## config.mk

```make
export PLATFORM = sky130hd
export DESIGN_NAME = mux_nx1_scan
export DESIGN_NICKNAME = d
export VERILOG_FILES = /design/src/rtl/mux_nx1_scan.sv
export SDC_FILE = /design/constraint.sdc
export NUM_CORES = 1
export LEC_CHECK = 0
export ABC_AREA = 0
export CORE_MARGIN = 2
export CORE_UTILIZATION = 40
export CTS_CLUSTER_DIAMETER = 50
export DETAILED_ROUTE_END_ITERATION = 16
export PLACE_DENSITY = 0.84
export SLEW_MARGIN = 25
export SYNTH_ARGS = -nofsm -noshare
export SYNTH_HDL_FRONTEND = slang
export SYNTH_SLANG_ARGS = --single-unit
```

## constraint.sdc

```tcl
create_clock -name clk -period 2.14 [get_ports clk]
set_input_delay 0.428 -clock clk [delete_from_list [all_inputs] [get_ports clk]]
set_output_delay 0.428 -clock clk [all_outputs]
set_load 0.005 [all_outputs]
```

## src/rtl/mux_nx1_scan.sv

```systemverilog
// mux_nx1_scan: N-channel, W-bit registered multiplexer with valid/ready on
// every channel and on the output. In manual mode sel picks the channel. In
// scan mode an internal pointer visits the channels round-robin, dwelling
// dwell+1 cycles on each one.

// Per-channel handshake slice: raises ready when this lane is the active
// channel and the output slot can take a word, and fires on valid&ready.
module mux_nx1_scan_lane #(
  parameter int IDX   = 0,
  parameter int SEL_W = 2
) (
  input  logic [SEL_W-1:0] act_i,
  input  logic             act_ok_i,
  input  logic             free_i,
  input  logic             valid_i,
  output logic             ready_o,
  output logic             fire_o
);
  // ready never looks at valid, so producers may wait on it safely
  assign ready_o = act_ok_i && free_i && (act_i == SEL_W'(IDX));
  assign fire_o  = ready_o && valid_i;
endmodule

module mux_nx1_scan #(
  parameter int N_CH    = 4,
  parameter int W       = 8,
  parameter int DWELL_W = 4,
  parameter int SEL_W   = (N_CH > 1) ? $clog2(N_CH) : 1
) (
  input  logic                clk,
  input  logic                rst_n,
  input  logic                en_i,
  input  logic                mode_i,
  input  logic [SEL_W-1:0]    sel_i,
  input  logic [DWELL_W-1:0]  dwell_i,
  input  logic [N_CH*W-1:0]   in_data_i,
  input  logic [N_CH-1:0]     in_valid_i,
  output logic [N_CH-1:0]     in_ready_o,
  output logic [W-1:0]        out_data_o,
  output logic [SEL_W-1:0]    out_ch_o,
  output logic                out_valid_o,
  input  logic                out_ready_i,
  output logic                wrap_o,
  output logic                sel_err_o
);

  typedef enum logic [1:0] {ST_IDLE, ST_MANUAL, ST_SCAN} state_e;

  // sel is widened by one bit so sel >= N_CH is representable for any N_CH
  localparam logic [SEL_W:0]   NCH_EXT = (SEL_W+1)'(N_CH);
  localparam logic [SEL_W-1:0] LAST_CH = SEL_W'(N_CH - 1);

  state_e               state_q, state_d;
  logic [SEL_W-1:0]     ptr_q, ptr_d;
  logic [DWELL_W-1:0]   cnt_q, cnt_d;
  logic [W-1:0]         out_data_q, out_data_d;
  logic [SEL_W-1:0]     out_ch_q, out_ch_d;
  logic                 out_valid_q, out_valid_d;
  logic                 wrap_q, wrap_d;
  logic                 sel_err_q, sel_err_d;

  logic                      sel_ok;
  logic [SEL_W-1:0]          act;
  logic                      act_ok;
  logic                      free;
  logic [N_CH-1:0]           fire;
  logic                      load;
  logic [W-1:0]              ld_data;
  logic [N_CH-1:0][W-1:0]    ch_data;

  assign ch_data = in_data_i;
  assign sel_ok  = ({1'b0, sel_i} < NCH_EXT);
  assign free    = !out_valid_q || out_ready_i;
  assign load    = |fire;

  // Mode/enable decode: en low parks in IDLE, otherwise mode is followed every cycle
  always_comb begin
    state_d = ST_IDLE;
    if (en_i) state_d = mode_i ? ST_SCAN : ST_MANUAL;
  end

  // Active channel comes from the registered state; IDLE and a bad sel have none
  always_comb begin
    act    = ptr_q;
    act_ok = 1'b0;
    case (state_q)
      ST_MANUAL: begin
        act    = sel_i;
        act_ok = sel_ok;
      end
      ST_SCAN: begin
        act    = ptr_q;
        act_ok = 1'b1;
      end
      default: begin
        act    = ptr_q;
        act_ok = 1'b0;
      end
    endcase
  end

  // One handshake slice per channel; at most one can fire since act is a single index
  for (genvar k = 0; k < N_CH; k++) begin : g_lane
    mux_nx1_scan_lane #(.IDX(k), .SEL_W(SEL_W)) u_lane (
      .act_i    (act),
      .act_ok_i (act_ok),
      .free_i   (free),
      .valid_i  (in_valid_i[k]),
      .ready_o  (in_ready_o[k]),
      .fire_o   (fire[k])
    );
  end

  // AND-OR data mux driven by the fire vector, never indexes past N_CH-1
  always_comb begin
    ld_data = '0;
    for (int k = 0; k < N_CH; k++) begin
      if (fire[k]) ld_data = ld_data | ch_data[k];
    end
  end

  // Pointer, dwell counter, output slot and error flag next-state
  always_comb begin
    ptr_d       = ptr_q;
    cnt_d       = cnt_q;
    wrap_d      = 1'b0;
    sel_err_d   = sel_err_q;
    out_valid_d = load || (out_valid_q && !out_ready_i);
    out_data_d  = load ? ld_data : out_data_q;
    out_ch_d    = load ? act : out_ch_q;
    case (state_q)
      ST_SCAN: begin
        // counts cycles, not transfers; a transfer this cycle already used old ptr
        if (cnt_q == dwell_i) begin
          cnt_d  = '0;
          ptr_d  = (ptr_q == LAST_CH) ? '0 : ptr_q + 1'b1;
          wrap_d = (ptr_q == LAST_CH);
        end else begin
          cnt_d = cnt_q + 1'b1;
        end
      end
      ST_MANUAL: begin
        // track sel so a later switch to scan resumes on this channel
        cnt_d = '0;
        if (sel_ok) ptr_d = sel_i;
        else        sel_err_d = 1'b1;
      end
      default: begin
        // IDLE clears the counter so scan always starts a fresh dwell
        cnt_d = '0;
      end
    endcase
  end

  // State and all registered outputs; reset discards any held word
  always_ff @(posedge clk or negedge rst_n) begin
    if (!rst_n) begin
      state_q     <= ST_IDLE;
      ptr_q       <= '0;
      cnt_q       <= '0;
      out_data_q  <= '0;
      out_ch_q    <= '0;
      out_valid_q <= 1'b0;
      wrap_q      <= 1'b0;
      sel_err_q   <= 1'b0;
    end else begin
      state_q     <= state_d;
      ptr_q       <= ptr_d;
      cnt_q       <= cnt_d;
      out_data_q  <= out_data_d;
      out_ch_q    <= out_ch_d;
      out_valid_q <= out_valid_d;
      wrap_q      <= wrap_d;
      sel_err_q   <= sel_err_d;
    end
  end

  assign out_data_o  = out_data_q;
  assign out_ch_o    = out_ch_q;
  assign out_valid_o = out_valid_q;
  assign wrap_o      = wrap_q;
  assign sel_err_o   = sel_err_q;

endmodule

```

After elaboration in Yosys (flattened, before gate mapping)
Index checks and enable logic that the tools add are counted.
Word-level totals
  logic and storage cells: 54
  memories: 0
  input port bits: 47
  output and inout bits: 17
  bits in read-only memories: 0
  flip-flop bits (word level): 20
  bits in writable memories: 0
  latch bits: 0
Cells by class
  divide/modulo/power cells: 0
  equality and inequality tests: 8
  bitwise logic cells: 3
  multiplexer cells: 15
  $mul: 0
  shift operators: 0
  reduce and logical (&&, ||, !) cells: 19
  $lt $le $gt $ge: 0
  add/sub/neg operators: 2
Operators with widths (count)
  $mux W8: 4
  $or A8 B8 Y8: 3
  $logic_and A1 B1 Y1: 10
  $mux W2: 5
  $eq A2 B2 Y1 const B: 4
  $mux W4: 2
  $add A4 B1 Y4 const B: 1
  $eq A2 B1 Y1 const B: 2
  $eq A4 B4 Y1: 1
  $pmux W2 S2: 1
  $reduce_or A4 Y1: 1
  $mux W1: 3
  $add A2 B1 Y2 const B: 1
  $logic_not A1 Y1: 2
  $logic_not A2 Y1: 1
  $logic_or A1 B1 Y1: 2
  $ne A2 B2 Y1 const B: 1
  $reduce_and A2 Y1: 1
  $reduce_bool A2 Y1: 1
  $reduce_or A2 Y1: 1

Logic depth before layout (Yosys ltp)
  depth after elaboration: 13
  gate-level depth with buffers: 9
  gate-level depth less buffers: 6

By module
A second synthesis with hierarchy kept.
Second synthesis, totals
  cells, all modules: 112
  area, all modules: 1149.9 µm²
Modules (own cells, without submodules)
  mux_nx1_scan: cells each 104, area each 1081.0 µm², times used 1, seq. area each 500.5 µm²
  mux_nx1_scan_lane (g_lane[1].u_lane ...): cells each 2, area each 16.3 µm², times used 2, seq. area each 0.0 µm²
  mux_nx1_scan_lane (g_lane[0].u_lane): cells each 2, area each 18.8 µm², times used 1, seq. area each 0.0 µm²
  mux_nx1_scan_lane (g_lane[3].u_lane): cells each 2, area each 17.5 µm², times used 1, seq. area each 0.0 µm²

Worst setup path before layout
No wires, ideal clock.
  kind: flip-flop to output port
  start point: reg state_q[0]
  end point: out in_ready_o[0]
  data required time: 1712 ps
  setup slack: 192 ps
  path buffers: 4
  arrival time: 1520 ps
  stages on the path, launching flop included: 8
  path through: dfrtp_1 -> ha_1 -> buf_6 -> mux2_4 -> buf_2 -> buf_6 -> nor2_1 -> buf_4
Between the ends
  cells in the longest elaborated chain, start to end: 5
  elaborated cells on any way between the ends: 8
  classes of those cells: eq/ne: 2; mux: 2; reduce/logical: 4
RTL lines
  start: declaration: line 53  | state_e state_q, state_d;
  start signal: assignment: line 167  | state_q <= state_d;
  $eq A2 B1 Y1 / $eq A2 B2 Y1 (equally long branches): line 86  | case (state_q)
  $reduce_or A2 Y1 (no line)
  $mux W1: line 86
  $logic_and A1 B1 Y1: line 20  | assign ready_o = act_ok_i && free_i && (act_i == SEL_W'(IDX));
  $logic_and A1 B1 Y1 (*): line 20
  end: declaration: line 38  | output logic [N_CH-1:0] in_ready_o,
Every way passes the cells marked *; elsewhere a longest branch is shown, timed or not.

Worst setup path in the final report
  start point: reg state_q[1]
  end point: out in_ready_o[3]
Same word-level chain as after synthesis.

==> metrics.md <==
| Metric | Value |
|---|---|
| Status | `complete, but fails checks` |
| Violated checks | `negative setup slack` |
| Pleak | `0.0009371 µW` |
| First-pass DRT Iterations | `4` |
| Congestion Overflow GR | `0` |
| DRC | `0` |
| Die Y | `61.39 µm` |
| Row count | `20` |
| Antenna violations before repair | `0` |
| TritonCTS buffer count | `3` |
| Pwr dens | `698.4 mW/mm²` |
| FF-to-FF End | `out_ch_o[0]` |
| ANT cells | `0` |
| # H-tree levels | `1` |
| Max Clk Rate | `452.9 MHz` |
| Via/cell ratio | `5.635` |
| Register bit total from synthesis | `20` |
| DR iter-0 viols | `124` |
| Maxcap violations | `0` |
| CP Max Fanout | `2` |
| Placed wire-length estimate | `3217 µm` |
| Share of post-route cells with drive strength above 1 | `0.2100` |
| Die Width | `61.39 µm` |
| Final hold violation count | `0` |
| Initial Util | `0.4246` |
| RSZ-0062 raised after global routing | `yes` |
| DR vias | `1,482` |
| Drt total wl | `4585 µm` |
| Gp weighted congestion | `0.8322` |
| Die area | `0.003769 mm²` |
| Worst Setup Start Kind | `register` |
| CTS tree | `yes` |
| Final core occ | `0.7008` |
| Worst setup path category | `register to output port` |
| Clock transition at path regs | `120 ps` |
| CP endpoint kind | `output port` |
| Crit path DAT | `1780 ps` |
| Gr usage total | `0.2391` |
| Crit share post-route | `1.032` |
| P&R area growth vs syn | `65.05%` |
| Reg2reg start | `state_q[0]` |
| Fillers | `255` |
| Hold Slack | `445.1 ps` |
| Worst slack, placed | `-237.6 ps` |
| Yosys cell types | `32` |
| Worst IR drop on VDD | `0.4641 mV` |
| Placed Area | `0.001992 mm²` |
| Final ANT Viol Nets | `0` |
| Vias in the first global route | `1,383` |
| Worst slew pin tran | `508.8 ps` |
| Largest net degree at the start of global routing | `21` |
| Worst-Skew Late Latency | `310 ps` |
| Root buffer cell | `clkbuf_4` |
| Max-slew headroom | `0.6577` |
| Global-route wire length before repair | `6492 µm` |
| R2R setup slack | `-20 ps` |
| Buffer depth of the longest clock path | `2` |
| Slew Limit Fails | `0` |
| Worst r2r path cells | `6` |
| Design area | `0.002175 mm²` |
| IO buf count | `62` |
| Hold-fix buffers at CTS | `0` |
| Setup TNS | `-158.9 ps` |
| Tightest Hold Check Type | `input pin to async pin` |
| Wire per inst | `17.43 µm` |
| # clock sinks | `20` |
| Warnings from Yosys | `0` |
| Final setup fails | `4` |
| Syn nets | `198` |
| Register area share after synthesis | `0.3799` |
| Synthesized area | `0.001318 mm²` |
| Worst Skew | `4.762 ps` |
| Synth Area per Inst | `9.024 µm²` |
| Min Tclk post-route | `2208 ps` |
| Final Worst Setup Slack | `-68.09 ps` |
| Critical Path RT | `1710 ps` |
| Nets | `272` |
| Cell count after synthesis | `146` |
| Area of the core | `0.003103 mm²` |
| # IOs | `64` |
## area by class of cell
class / instances / area, µm² / area share
multi-input cells: 107 / 784.5 / 0.3608
repair buffers: 84 / 780.7 / 0.3590
flip-flops and latches: 20 / 500.5 / 0.2301
well taps: 44 / 55.05 / 0.02532
clock buffers: 4 / 36.28 / 0.01669
inverters: 4 / 17.52 / 0.008055
## logic make-up after synthesis
group | after synthesis | share of synthesized area
AND/OR/NAND/NOR | 55 | 0.2089
AO/OA/AOI/OAI | 33 | 0.1728
flip-flops | 20 | 0.3799
buffers and inverters | 20 | 0.09211
XOR/XNOR | 6 | 0.03989
multiplexers | 6 | 0.05603
adder cells (fa/ha/maj) | 5 | 0.04748
other | 1 | 0.002846
## through the flow
stage	power, µW	std cells
floorplan	832.6	146
global placement	1189	250
detailed placement	1219	250
CTS	1472	260
global route	1612	263
finish	1519	263
## worst max-delay path: stages, from the launching register on
cell     delay [ps]
dfrtp_1         420
buf_4           150
ha_4            230
a211o_1         340
buf_6           150
nor2_1           80
buf_2           120
## report_power, final
| part | total (µW) | internal, µW | switching, µW |
|---|---|---|---|
| Combinational | 728 | 446 | 282 |
| Clock | 224 | 104 | 120 |
| Sequential | 566 | 487 | 79.2 |
## layer usage
layer	GRT usage	up-vias	part of all wire
met2	0.3951	96	0.52
li1	-	672	-
met3	0.03992	18	0.090
met4	0.09422	0	0.030
met5	0	-	0
met1	0.3136	696	0.36
## cell usage in the layout, fill, tap and decap left out, drive strengths merged
cell type and instances:
o221a 1, clkdlybuf4s50 58, o21ai 3, and2 2, a211o 9, buf 26
nand3b 2, o22a 2, o41ai 1, a31oi 1, nand2b 1, nand3 36
o41a 1, nor3 1, conb 1, nor2 9, nand2 1, and3 1
nor2b 1, mux2 2, mux2i 4, nor4 1, xor2 5, xnor2 1
dfrtp 20, ha 5, a21oi 16, inv 4, clkbuf 4
## worst max-delay path by stage
stage           startpoint            end  slack [ps]
2_1_floorplan   state_q[0]  in_ready_o[0]         190
3_3_place_gp      sel_i[1]  in_ready_o[2]        -210
3_5_place_dp   out_ready_i  in_ready_o[2]        -240
4_1_cts         state_q[0]  in_ready_o[2]           3
5_1_grt         state_q[0]  in_ready_o[2]        -140
6_report        state_q[1]  in_ready_o[3]         -70
## cell usage after synthesis (all sizes together)
master / instances / area share
nand3: 36 / 0.14
dfrtp: 20 / 0.38
a21oi: 16 / 0.061
buf: 13 / 0.072
a211o: 9 / 0.060
nor2: 9 / 0.026
ha: 5 / 0.047
xor2: 5 / 0.033
inv: 4 / 0.011
mux2i: 4 / 0.033
clkbuf: 3 / 0.0085
o21ai: 3 / 0.011
and2: 2 / 0.0095
mux2: 2 / 0.023
nand3b: 2 / 0.011
a31oi: 1 / 0.0048
and3: 1 / 0.0048
conb: 1 / 0.0028
nand2: 1 / 0.0028
nand2b: 1 / 0.0048
nor2b: 1 / 0.0048
nor3: 1 / 0.0038
nor4: 1 / 0.0048
o221a: 1 / 0.0085
o22a: 1 / 0.0066
o41a: 1 / 0.0085
o41ai: 1 / 0.012
xnor2: 1 / 0.0066
## what timing repair did
action,in CTS,in global routing
endpoints found under the setup margin,4,13
pin swaps,7,5
resized for setup,25,13
buffers inserted,7,2
cloned,0,1
endpoints found under the hold margin,0,0
## state kept, by name (all words and copies together) (netlist names)
| name | flops |
|---|---|
| out_valid_o | 1 |
| out_ch_o | 2 |
| wrap_o | 1 |
| cnt_q | 4 |
| state_q | 2 |
| ptr_q | 2 |
| out_data_o | 8 |
Note: power is estimated with default switching activity, not from simulation.
